`src/rtl/sprite_rom_arbiter_pkg.sv`:
```
// Shared types and helpers for the sprite ROM arbiter and
// the other round-robin arbiters in the video pipeline.
package sprite_pkg;

    typedef enum logic {
        IDLE  = 1'b0,
        BURST = 1'b1
    } arb_state_t;

    localparam int SPR_ROM_LAT = 1;

    // Behavioural one-hot pick for up to 8 requesters.
    function automatic logic [7:0] rr_pick(
        input logic [7:0] req,
        input logic [2:0] ptr,
        input int         n
    );
        logic [7:0] oh;
        int         j;
        oh = '0;
        for (int k = 0; k < n; k++) begin
            j = (int'(ptr) + k) % n;
            if (req[j] && oh == '0)
                oh[j] = 1'b1;
        end
        return oh;
    endfunction

endpackage

```
`src/rtl/sprite_rom_arbiter_rr_pick.sv`:
```
// Round-robin one-hot picker: rotate by ptr,
// priority-encode the lowest bit, rotate back.
module rr_pick_onehot #(
    parameter int N  = 4,
    parameter int PW = (N > 1) ? $clog2(N) : 1
) (
    input  logic [N-1:0]  req,
    input  logic [PW-1:0] ptr,
    output logic [N-1:0]  gnt,
    output logic [PW-1:0] idx,
    output logic          any
);

    always_comb begin
        int             p;
        logic [2*N-1:0] dbl;
        logic [N-1:0]   rot;
        p   = int'(ptr) % N;
        dbl = {req, req} >> p;
        rot = dbl[N-1:0];
        idx = '0;
        gnt = '0;
        any = |rot;
        for (int k = N - 1; k >= 0; k--) begin
            if (rot[k])
                idx = PW'((k + p) % N);
        end
        if (any)
            gnt[idx] = 1'b1;
    end

endmodule

```
`src/rtl/sprite_rom_arbiter.sv`:
```
// Shares one synchronous sprite ROM between N_REQ engines with
// round-robin grants, capped locked bursts and tagged responses.
module sprite_rom_arbiter
    import sprite_pkg::*;
#(
    parameter int N_REQ     = 4,
    parameter int ADDRW     = 6,
    parameter int SPR_DATAW = 3,
    parameter int ROM_LAT   = SPR_ROM_LAT,
    parameter int MAX_BURST = 8
) (
    input  logic                   clk,
    input  logic                   rst,
    input  logic                   line,
    input  logic [N_REQ-1:0]       req,
    input  logic [N_REQ-1:0]       lock,
    input  logic [N_REQ*ADDRW-1:0] req_addr,
    output logic [N_REQ-1:0]       gnt,
    output logic [ADDRW-1:0]       rom_addr,
    output logic                   rom_rd,
    input  logic [SPR_DATAW-1:0]   rom_data,
    output logic [N_REQ-1:0]       rsp_valid,
    output logic [SPR_DATAW-1:0]   rsp_data,
    output logic                   busy
);

    localparam int PW = (N_REQ > 1) ? $clog2(N_REQ) : 1;
    localparam int CW = $clog2(MAX_BURST + 1);

    arb_state_t       state;
    logic [PW-1:0]    ptr;
    logic [PW-1:0]    owner;
    logic [CW-1:0]    burst_cnt;
    logic [N_REQ-1:0] pipe [ROM_LAT];

    logic [N_REQ-1:0] pick_gnt;
    logic [PW-1:0]    pick_idx;
    logic             pick_any;
    logic             held;
    logic             pipe_any;

    function automatic logic [PW-1:0] nxt(input logic [PW-1:0] x);
        return (int'(x) == N_REQ - 1) ? '0 : x + PW'(1);
    endfunction

    rr_pick_onehot #(
        .N  (N_REQ),
        .PW (PW)
    ) u_pick (
        .req (req),
        .ptr (ptr),
        .gnt (pick_gnt),
        .idx (pick_idx),
        .any (pick_any)
    );

    assign held = req[owner] & lock[owner];

    always_comb begin
        gnt = '0;
        if (!rst && !line) begin
            unique case (state)
                IDLE:  gnt = pick_gnt;
                BURST: gnt[owner] = held;
            endcase
        end
    end

    always_comb begin
        rom_addr = '0;
        for (int i = 0; i < N_REQ; i++) begin
            if (gnt[i])
                rom_addr |= req_addr[i*ADDRW +: ADDRW];
        end
    end

    always_comb begin
        pipe_any = 1'b0;
        for (int i = 0; i < ROM_LAT; i++)
            pipe_any |= |pipe[i];
    end

    assign rom_rd    = |gnt;
    assign rsp_valid = pipe[ROM_LAT-1];
    assign rsp_data  = (|rsp_valid) ? rom_data : '0;
    assign busy      = rom_rd | pipe_any;

    always_ff @(posedge clk) begin
        if (rst) begin
            state     <= IDLE;
            ptr       <= '0;
            owner     <= '0;
            burst_cnt <= '0;
            for (int i = 0; i < ROM_LAT; i++)
                pipe[i] <= '0;
        end else begin
            // line re-seeds arbitration but lets in-flight reads finish
            pipe[0] <= gnt;
            for (int i = 1; i < ROM_LAT; i++)
                pipe[i] <= pipe[i-1];
            if (line) begin
                state     <= IDLE;
                ptr       <= '0;
                burst_cnt <= '0;
            end else begin
                unique case (state)
                    IDLE: begin
                        if (pick_any) begin
                            if (lock[pick_idx] && MAX_BURST > 1) begin
                                owner     <= pick_idx;
                                burst_cnt <= CW'(1);
                                state     <= BURST;
                            end else begin
                                ptr <= nxt(pick_idx);
                            end
                        end
                    end
                    BURST: begin
                        if (!held ||
                            burst_cnt == CW'(MAX_BURST - 1)) begin
                            state     <= IDLE;
                            ptr       <= nxt(owner);
                            burst_cnt <= '0;
                        end else begin
                            burst_cnt <= burst_cnt + CW'(1);
                        end
                    end
                endcase
            end
        end
    end

endmodule
```
`config.mk`:
```
export PLATFORM = sky130hd
export DESIGN_NAME = sprite_rom_arbiter
export DESIGN_NICKNAME = d
export VERILOG_FILES = /design/src/rtl/sprite_rom_arbiter_pkg.sv /design/src/rtl/sprite_rom_arbiter_rr_pick.sv /design/src/rtl/sprite_rom_arbiter.sv
export SDC_FILE = /design/constraint.sdc
export NUM_CORES = 1
export LEC_CHECK = 0
export BUFFER_PORTS_ARGS = -buffer_cell sky130_fd_sc_hd__buf_2
export CAP_MARGIN = 20
export CELL_PAD_IN_SITES_DETAIL_PLACEMENT = 0
export CELL_PAD_IN_SITES_GLOBAL_PLACEMENT = 1
export CORE_MARGIN = 3
export CORE_UTILIZATION = 31
export DETAILED_ROUTE_END_ITERATION = 8
export PLACE_DENSITY_LB_ADDON = 0.1
export SKIP_LAST_GASP = 1
export SYNTH_ARGS = -nofsm -noshare
export SYNTH_HDL_FRONTEND = slang
export SYNTH_HIERARCHICAL = 1
export SYNTH_SLANG_ARGS = --single-unit
```
`constraint.sdc`:
```
create_clock -name clk -period 3.2 [get_ports clk]
set_input_delay 0.16 -clock clk [delete_from_list [all_inputs] [get_ports clk]]
set_output_delay 0.16 -clock clk [all_outputs]
set_load 0.02 [all_outputs]
```
After elaboration in Yosys (flattened, before gate mapping)
Memory sizes are Yosys's and may differ from the RTL's.
Index checks and enable logic that the tools add are counted.
{ "op_classes": {"reduce_logical": 15, "n_shift": 1, "mux": 41, "n_eq_ne": 7, "n_bitwise": 8, "n_addsub": 6, "order_cmp": 4} }
{ "ops": {"columns": ["operator", "n"], "rows": [
  ["4-bit two-way mux", 6],
  ["6-bit two-way mux", 4],
  ["2-bit two-way mux", 9],
  ["6-bit bitwise OR", 3],
  ["4-bit one-hot mux with 2 select lines", 2],
  ["4-bit OR reduction", 4],
  ["1-bit two-way mux", 12],
  ["8-bit by 2-bit >> shifter with 4-bit output", 1],
  ["1-bit binary-select mux with 2-bit select", 3],
  ["2-bit by 3-bit less-than comparator with 1-bit output (second input constant)", 2],
  ["2-bit != test (second input constant)", 3],
  ["2-bit by 1-bit adder with 2-bit output (second input constant)", 2],
  ["2-bit adder (first input constant)", 2],
  ["4-bit by 1-bit adder with 4-bit output (second input constant)", 1],
  ["4-bit bitwise AND", 1],
  ["1-bit demux with 2-bit select", 2],
  ["2-bit by 1-bit == test with 1-bit output (second input constant)", 2],
  ["4-bit by 3-bit == test with 1-bit output (second input constant)", 1],
  ["2-bit by 1-bit greater-or-equal comparator with 1-bit output (second input constant)", 2],
  ["2-bit one-hot mux with 2 select lines", 1],
  ["4-bit AND reduction", 1],
  ["1-bit logical AND", 3],
  ["1-bit logical NOT", 3],
  ["3-bit two-way mux", 1],
  ["other kinds (10)", 11]
]} }
{ "word_totals": {"word_cells": 87, "register_bits": 9, "mem_count": 1, "inputBits": 38, "output_inout_bits": 19, "ram_bits": 4} }
{ "memory_table": {"columns": ["memory", "depth", "word_bits", "rd", "rd_clocked_by_memory_dff", "write_ports", "line", "rtl"], "rows": [
  ["pipe", 1, 4, 1, 0, 1, "sprite_rom_arbiter.sv:34", "logic [N_REQ-1:0] pipe [ROM_LAT];"]
]} }

Longest topological paths before layout
Gate-level depths: netlist of the first run.
{ "logic_depth": {"depth_word": 19, "ltp_mapped": 9} }

Cells and area by module
The synthesis of the first run kept the hierarchy.
{ "by_module_without_submodules": {"columns": ["module", "cells_per_inst", "area_per_inst_um2", "instances", "seq_area_each_um2"], "rows": [
  ["sprite_rom_arbiter", 110, 895.9, 1, 260.2],
  ["rr_pick_onehot", 32, 207.7, 1, 0.0]
]} }

Worst setup path before layout of the first run
No wires, ideal clock.
{ "synth_timing": {"kind": "reg-to-reg", "startpoint": "register ptr[1]", "endpoint": "register owner[0]", "path_stages_with_launch": 10, "t_required_ns": 3.085, "synth_period_minus_slack_ns": 2.183, "setup_slack_ns": 1.017, "arrival_ns": 2.069, "path_buffers": 1, "path_cell_list": "dfxtp_1 -> buf_6 -> mux2i_1 -> o22ai_1 -> a31oi_1 -> mux4_2 -> nand3_1 -> or2_2 -> mux2i_1 -> nor2_1"} }
{ "synth_between": {"elab_chain_cells": 8, "word_cells_on_any_way": 12, "cone_classes": "add/sub: 3; shift: 1; mux: 6; reduce/logical: 2"} }
{ "synth_lines": {"columns": ["element", "line", "rtl"], "rows": [
  ["from (decl)", "sprite_rom_arbiter.sv:31", "logic [PW-1:0] ptr;"],
  ["from (signal assigned)", "sprite_rom_arbiter.sv:114", "ptr <= nxt(pick_idx);"],
  ["from (signal assigned)", "sprite_rom_arbiter.sv:122", "ptr <= nxt(owner);"],
  ["8-bit by 2-bit >> shifter with 4-bit output (*)", "sprite_rom_arbiter_rr_pick.sv:19", "dbl = {req, req} >> p;"],
  ["2-bit two-way mux (3 in a row)", "sprite_rom_arbiter_rr_pick.sv:25", "if (rot[k])"],
  ["2-bit two-way mux (*)", "sprite_rom_arbiter_rr_pick.sv:25", null],
  ["via pick_idx[0]", "sprite_rom_arbiter.sv:37", "logic [PW-1:0] pick_idx;"],
  ["1-bit binary-select mux with 2-bit select", "sprite_rom_arbiter.sv:109", "if (lock[pick_idx] && MAX_BURST > 1) begin"],
  ["1-bit two-way mux (implied by the code)", "sprite_rom_arbiter.sv:109", null],
  ["4-bit AND reduction (no line)", null, null],
  ["to (signal assigned)", "sprite_rom_arbiter.sv:110", "owner <= pick_idx;"],
  ["to (decl)", "sprite_rom_arbiter.sv:32", "logic [PW-1:0] owner;"]
]} }
The timed path passes the listed nets; every way through them passes the cells marked *. The select of a mux whose other input is x is not followed.
A chain may end at the register's enable or synchronous reset.

Worst setup path after layout of the first run
{ "layout_timing": {"startpoint": "register ptr[1]", "endpoint": "register burst_cnt[2]"} }
{ "layout_between": {"elab_chain_cells": 9, "word_cells_on_any_way": 14, "cone_classes": "add/sub: 3; eq/ne: 2; shift: 1; mux: 6; reduce/logical: 2"} }
{ "layout_lines": {"columns": ["element", "line", "rtl"], "rows": [
  ["8-bit by 2-bit >> shifter with 4-bit output (*)", "sprite_rom_arbiter_rr_pick.sv:19", null],
  ["2-bit two-way mux (3 in a row)", "sprite_rom_arbiter_rr_pick.sv:25", null],
  ["2-bit two-way mux (*)", "sprite_rom_arbiter_rr_pick.sv:25", null],
  ["via pick_idx[0]", "sprite_rom_arbiter.sv:37", null],
  ["1-bit binary-select mux with 2-bit select (*)", "sprite_rom_arbiter.sv:109", null],
  ["1-bit two-way mux (implied by the code) (*)", "sprite_rom_arbiter.sv:109", null],
  ["2-bit != test (no line) (*)", null, null],
  ["2-bit AND reduction (no line) (*)", null, null],
  ["to (signal assigned)", "sprite_rom_arbiter.sv:125", "burst_cnt <= burst_cnt + CW'(1);"],
  ["to (decl)", "sprite_rom_arbiter.sv:33", "logic [CW-1:0] burst_cnt;"]
]} }
Marked as above.

==> results.py, run 1 <==
metrics = {
    "cells_and_area": {
        "diodes": 0,
        "area_growth_pct": 27.6,
        "multi_input_area_sq_um": 749,
        "n_fill_cell": 356,
        "regArea_sq_um": 260,
        "final_nets": 238,
        "drive_gt1_share_pct": 37.1,
        "fin_area_sq_um": 1410,
    },
    "cts": {
        "clk_pin_slew_ns": 0.09,
        "numClockSinks": 13,
        "cts.hold.buffers_added": 0,
        "cts_max_path_buffers": 2,
        "htree_levels": 1,
        "cts_buffers": 3,
        "cts_tree": "built",
        "post_cts_resized": 0,
        "root_buffer": "clkbuf_4",
        "clock_latency_ns": 0.29,
        "post_cts_buffers": 0,
    },
    "setup_path": {
        "setup.worst_path.start_class": "flop",
        "reg2reg_depth": 7,
        "end_kind": "flop",
        "r2r_setup_slack_ns": 0.67,
        "cp_slowest_stage_delay_ns": 0.62,
        "worstReg2RegEnd": "burst_cnt[2]",
        "worstPathRequired_ns": 3.41,
        "timing.rr.start": "ptr[1]",
        "path_class": "flop to flop",
        "cp_slowest_cell": "mux4_2",
        "crit_fanout": 12,
        "crit_path_frequent_cell": "a21oi_1",
        "path_cells": "mux2i_1 -> o22ai_1 -> a31oi_1 -> mux4_2 -> a21oi_1 -> o21ai_0 -> a21oi_1",
        "worstPathArrival_ns": 2.74,
    },
    "power_and_ir_drop": {
        "leakage_nw": 0.670,
        "netSwitchingPower_mw": 0.164,
        "combinationalPowerShare_pct": 36.3,
        "p_int_mw": 0.286,
        "power.density_nw_per_um2": 320,
        "vdd_ir_drop_max_mv": 0.181,
        "swShare_pct": 36.5,
        "clock_power_share_pct": 23.6,
        "power_frac_seq_pct": 40.1,
    },
    "hold_path": {
        "min_path_cells": 2,
        "whs_endpoint": "owner[0]",
        "hp-start": "rst",
        "worstHoldPathType": "primary input to flop",
    },
    "timing": {
        "fin_worst_skew_ns": 0.0137,
        "max_slew_margin_pct": 49.5,
        "hold_viol": 0,
        "tightest_slew_ns": 0.755,
        "grt_setup_unrepaired": "false",
        "slew_viol_final": 0,
        "post-route-min-period_ns": 2.53,
        "fin_crit_sh_pct": 79.0,
        "tns_ns": 0,
        "setup_viol": 0,
        "max_freq_ghz": 0.396,
    },
    "status": {
        "outcome": "completed",
    },
    "placement": {
        "place_area_sq_um": 1380,
        "portBuffers": 56,
        "dpl.hpwl_um": 2540,
        "gp_congestion": 0.779,
    },
    "synthesis": {
        "synth_area_sq_um": 1100,
        "yosysUniqueCellTypes": 39,
        "synthSimpleGateAreaFrac_pct": 22.7,
        "yosys-top-cells-count": "13 x a22oi_1, 13 x dfxtp_1, 12 x nand2_1, 12 x nand3_1, 11 x a21oi_1",
        "synth_mux_area_share_pct": 6.80,
        "synth_xor_area_share_pct": 0.794,
        "async_reset_ff_share_pct": 0,
        "synth_fa_ha_area_share_pct": 5.67,
        "syn_nets": 185,
        "syn_area_per_cell_sq_um": 7.77,
        "synthTopCellsByArea": "dfxtp_1 24%, a22oi_1 8.8%, ha_1 5.7%",
        "synth.top_cell.area_share_pct": 23.6,
        "synth_top_family_by_area": "compound AO/OA/AOI/OAI gates",
        "synth_edf_count": 0,
        "yosysSeqAreaShare_pct": 23.6,
        "synth_top_area_cell": "dfxtp_1",
        "synth_top_flop_cell": "dfxtp_1",
        "synth_compound_area_share_pct": 32.0,
        "synth-seq-cells": 13,
        "yosysWarnings": 6,
        "syn_inst": 142,
    },
    "drt": {
        "drt-pass1-iter-count": 4,
        "drc": 0,
        "postRouteAntennaNets": 0,
        "drt-initial-drc-count": 45,
        "num_vias": 1277,
        "wl_per_cell_um": 13.4,
        "wl_um": 3210,
        "viasPerCell": 5.32,
    },
    "die": {
        "ios": 57,
        "dieArea_sq_um": 4310,
        "core_sq_um": 3390,
        "die_width_um": 65.7,
        "std_cell_rows": 21,
        "start_util_pct": 32.6,
        "die_y_um": 65.7,
    },
    "grt": {
        "grt_pass1_wl_um": 5280,
        "grt_overflow": 0,
        "grt_usage_pct": 15.3,
        "grt_pass1_vias": 1166,
        "antenna_found_initial": 0,
        "grt_max_degree": 14,
    },
    "flow_run": {
        "maxCapViolations": 0,
    },
}
[how the worst max path moves through the flow]
| stage | start | endpoint | slack, ns | cells after the start |
|---|---|---|---|---|
| floorplan | ptr[1] | owner[0] | 1.02 | 9 |
| global placement | ptr[1] | owner[0] | 0.80 | 8 |
| detailed placement | ptr[1] | owner[1] | 0.70 | 8 |
| CTS | ptr[1] | ptr[1] | 0.68 | 7 |
| global route | ptr[1] | owner[1] | 0.45 | 8 |
| finish | ptr[1] | burst_cnt[2] | 0.67 | 7 |
[area by class of cell]
| cell class | count | area share (%) |
|---|---|---|
| Clock buffer | 4 | 1.87 |
| Inverter | 9 | 2.40 |
| Multi-Input combinational cell | 112 | 53.2 |
| Sequential cell | 13 | 18.5 |
| Tap cell | 46 | 4.09 |
| Timing Repair Buffer | 56 | 19.9 |
[registers in the layout, indices dropped and copies added (netlist names)]
register   count
burst_cnt      4
pipe           4
owner          2
ptr            2
state          1
[metrics by stage]
stage / utilization, % / instances / worst slack, ns / total power [mW] / hold WS, ns
floorplan: - / 142 / 1.02 / 0.296 / 0.232
global placement: 40.8 / 236 / 0.801 / 0.346 / 0.363
detailed placement: 40.8 / 236 / 0.701 / 0.348 / 0.371
CTS: 41.5 / 240 / 0.684 / 0.456 / 0.0548
global route: 41.5 / 240 / 0.447 / 0.483 / 0.0672
finish: 41.5 / 240 / 0.673 / 0.450 / 0.0673
[critical path: cells and delay by family (launching register included)]
family             cells  cell delay [ns]
AOI/OAI and AO/OA      5             1.03
DFF                    1             0.57
muxes                  2             0.85
[cells in the final DEF (no fill, tap or decap), types with 2 or more instances in the layout]
master	n
nand2_1	12
ha_1	5
o221a_2	2
nor4_1	2
inv_2	2
nor2b_1	4
a22oi_1	13
mux4_2	2
inv_1	7
mux2i_1	3
o41ai_1	2
dfxtp_1	13
nand3b_1	2
a21oi_1	11
buf_2	56
o21ai_2	4
o21ai_0	6
o21ai_1	3
o211ai_1	2
nor2_1	10
nand3_1	12
clkbuf_4	3
or2_2	2
[kinds of logic after synthesis]
kind of cell	Yosys count
AND/OR/NAND/NOR	50
flip-flops	13
buffers and inverters	17
multiplexers	5
XOR/XNOR	1
adder cells (fa/ha/maj)	5
AO/OA/AOI/OAI	51
[layer usage]
metal | up-vias | routed length, um | share of wire (%) | GRT usage [%]
met3 | 10 | 227 | 7.1 | 4.10
met1 | 585 | 1460 | 46 | 20.3
met4 | 0 | 73 | 2.3 | 6.74
li1 | 638 | - | - | -
met2 | 44 | 1450 | 45 | 23.2
met5 | - | 0 | 0 | 0
[power by group through the flow]
| stage | Sequential (mW) | Combinational [mW] | Clock (mW) |
|---|---|---|---|
| 6_report | 0.180 | 0.163 | 0.106 |
| 5_1_grt | 0.183 | 0.183 | 0.118 |
| 4_1_cts | 0.180 | 0.164 | 0.112 |
| 3_5_place_dp | 0.184 | 0.163 | 0 |
| 3_3_place_gp | 0.184 | 0.162 | 0 |
| 2_1_floorplan | 0.181 | 0.115 | 0 |
No activity file was read; power rests on OpenSTA's default activity.
==> inputs of run 2 (changes only) <==
- CORE_UTILIZATION: 31 -> 28
- clock period: 3.2 -> 2.17 ns (I/O delays scaled with it)
==> run 2 against run 1 <==
- clock power grew 100%
- non-clock buffer count increased by 10
- setup slack lost 0.61 ns
- register-to-register slack got worse by 0.61 ns
==> results.py, run 2 (synthesis results as in run 1) <==
metrics = {
    "timing": {
        "tightest_slew_ns": 0.614,
        "hold_viol": 0,
        "slew_viol_final": 0,
        "post-route-min-period_ns": 2.11,
        "max_slew_margin_pct": 58.7,
        "grt_setup_unrepaired": "true",
        "max_freq_ghz": 0.474,
        "tns_ns": 0,
        "holdWs_ns": 0.0656,
        "fin_worst_skew_ns": 0.00617,
        "fin_crit_sh_pct": 97.3,
        "setup_viol": 0,
    },
    "hold_path": {
        "hp-start": "rst",
        "min_path_cells": 2,
        "whs_endpoint": "owner[1]",
        "worstHoldPathType": "primary input to flop",
    },
    "cells_and_area": {
        "fin_area_sq_um": 1590,
        "drive_gt1_share_pct": 45.6,
        "diodes": 0,
        "top_regs": "burst_cnt: 4 flops, pipe: 4 flops",
        "final_common_cell": "buf_2",
        "final_cell_mix": "54 x buf_2, 13 x a22oi_1, 12 x nand2_1, 12 x dfxtp_1, 11 x buf_4",
        "final_cells": 252,
        "final_nets": 248,
        "fin_util_pct": 42.5,
        "area_growth_pct": 44.1,
    },
    "placement": {
        "place_area_sq_um": 1450,
        "dp_cells": 246,
        "gp_congestion": 0.816,
        "portBuffers": 56,
        "dpl.hpwl_um": 2690,
    },
    "die": {
        "die_width_um": 68.8,
        "core_sq_um": 3740,
        "dieArea_sq_um": 4730,
        "die_y_um": 68.8,
        "std_cell_rows": 22,
        "start_util_pct": 29.5,
        "ios": 57,
    },
    "setup_path": {
        "critPathTopFamily": "multiplexers",
        "r2r_setup_slack_ns": 0.06,
        "timing.rr.start": "ptr[1]",
        "cp_slowest_stage_delay_ns": 0.61,
        "setup.worst_path.start_class": "flop",
        "worstPathArrival_ns": 2.22,
        "crit_fanout": 4,
        "end_kind": "flop",
        "cp_slowest_cell": "mux4_2",
        "crit_buf_inv": 1,
        "path_class": "flop to flop",
        "path_cells": "mux2i_1 -> o22ai_1 -> a31oi_2 -> mux4_2 -> inv_2 -> a21oi_4 -> o211ai_1 -> o41ai_2",
        "worstReg2RegEnd": "ptr[1]",
        "worstPathRequired_ns": 2.28,
        "reg2reg_depth": 8,
    },
    "power_and_ir_drop": {
        "leakage_nw": 0.755,
        "clock_power_share_pct": 28.0,
        "vdd_ir_drop_max_mv": 0.244,
        "netSwitchingPower_mw": 0.264,
        "p_int_mw": 0.503,
        "power.density_nw_per_um2": 482,
        "power_frac_seq_pct": 34.2,
        "combinationalPowerShare_pct": 37.8,
        "swShare_pct": 34.4,
    },
    "cts": {
        "clock_latency_ns": 0.24,
        "cts_buffers": 3,
        "root_buffer": "clkbuf_8",
        "clk_pin_slew_ns": 0.06,
        "cts_max_path_buffers": 2,
        "cts_tree": "built",
        "htree_levels": 1,
        "cts.hold.buffers_added": 0,
        "numClockSinks": 13,
    },
    "grt": {
        "antenna_found_initial": 0,
        "grt_max_degree": 13,
        "grt_usage_pct": 14.0,
        "grt_overflow": 0,
        "grt_pass1_vias": 1162,
        "grt_pass1_wl_um": 5090,
    },
    "drt": {
        "drt-pass1-iter-count": 4,
        "viasPerCell": 5.16,
        "num_vias": 1301,
        "wl_um": 3430,
        "wl_per_cell_um": 13.6,
        "postRouteAntennaNets": 0,
        "drt-initial-drc-count": 93,
        "drc": 0,
    },
    "flow_run": {
        "maxCapViolations": 0,
    },
    "status": {
        "outcome": "completed",
    },
}
run 2: cell count changes in the layout (fill, tap and decap cells not counted), sizes merged:
| cell | before | now |
|---|---|---|
| buf | 56 | 66 |
| clkinv | 0 | 1 |
| clkbuf | 4 | 3 |
run 2: how the worst max path moves through the flow:
stage	start	to	slack [ns]	cells past startpoint
floorplan	ptr[1]	owner[1]	0.07	9
global placement	ptr[1]	owner[0]	0.13	8
detailed placement	ptr[1]	burst_cnt[2]	0.07	7
CTS	owner[1]	rom_addr[2]	0.04	7
global route	ptr[1]	ptr[1]	-0.11	8
finish	ptr[1]	ptr[1]	0.06	8
run 2: worst reg2reg max path, delay by kind of cell, from the launching register on:
family	cells	cell delay [ns]
DFF	1	0.35
muxes	2	0.80
buffers and inverters	1	0.10
AOI/OAI and AO/OA	5	0.72
run 2: layer usage:
layer  vias up  part of all wire (%)  GRT usage, %
met5         -                     0             0
met4         0                  0.90          3.41
met3         4                   5.0          3.40
met2        31                    53          23.6
met1       612                    41          17.8
li1        654                     -             -
run 2: power by group through the flow:
| stage | Sequential (mW) | Clock [mW] | Combinational, mW |
|---|---|---|---|
| 2_1_floorplan | 0.266 | 0 | 0.172 |
| 3_3_place_gp | 0.267 | 0 | 0.260 |
| 3_5_place_dp | 0.267 | 0 | 0.263 |
| 4_1_cts | 0.262 | 0.226 | 0.270 |
| 5_1_grt | 0.264 | 0.240 | 0.318 |
| 6_report | 0.263 | 0.215 | 0.290 |
run 2: area by class of cell:
class                      count  area, sq um
clock buffer                   3         41.3
clock inverter                 1         5.00
fill                         413         2150
inverter                       9         33.8
multi-input combinational    112          825
sequential                    13          262
tap                           48         60.1
timing repair buffer          66          364
run 2: per-stage QoR:
step	total power [mW]	setup WS [ns]
2_1_floorplan	0.438	0.0661
3_3_place_gp	0.527	0.130
3_5_place_dp	0.530	0.0744
4_1_cts	0.758	0.0399
5_1_grt	0.823	-0.108
6_report	0.767	0.0597
run 2: timing repair:
| item | 4_1_cts | 5_1_grt |
|---|---|---|
| buffers inserted | 1 | 1 |
| pin swaps | 0 | 10 |
| resized for setup | 4 | 12 |
| endpoints found under the setup margin | 7 | 15 |
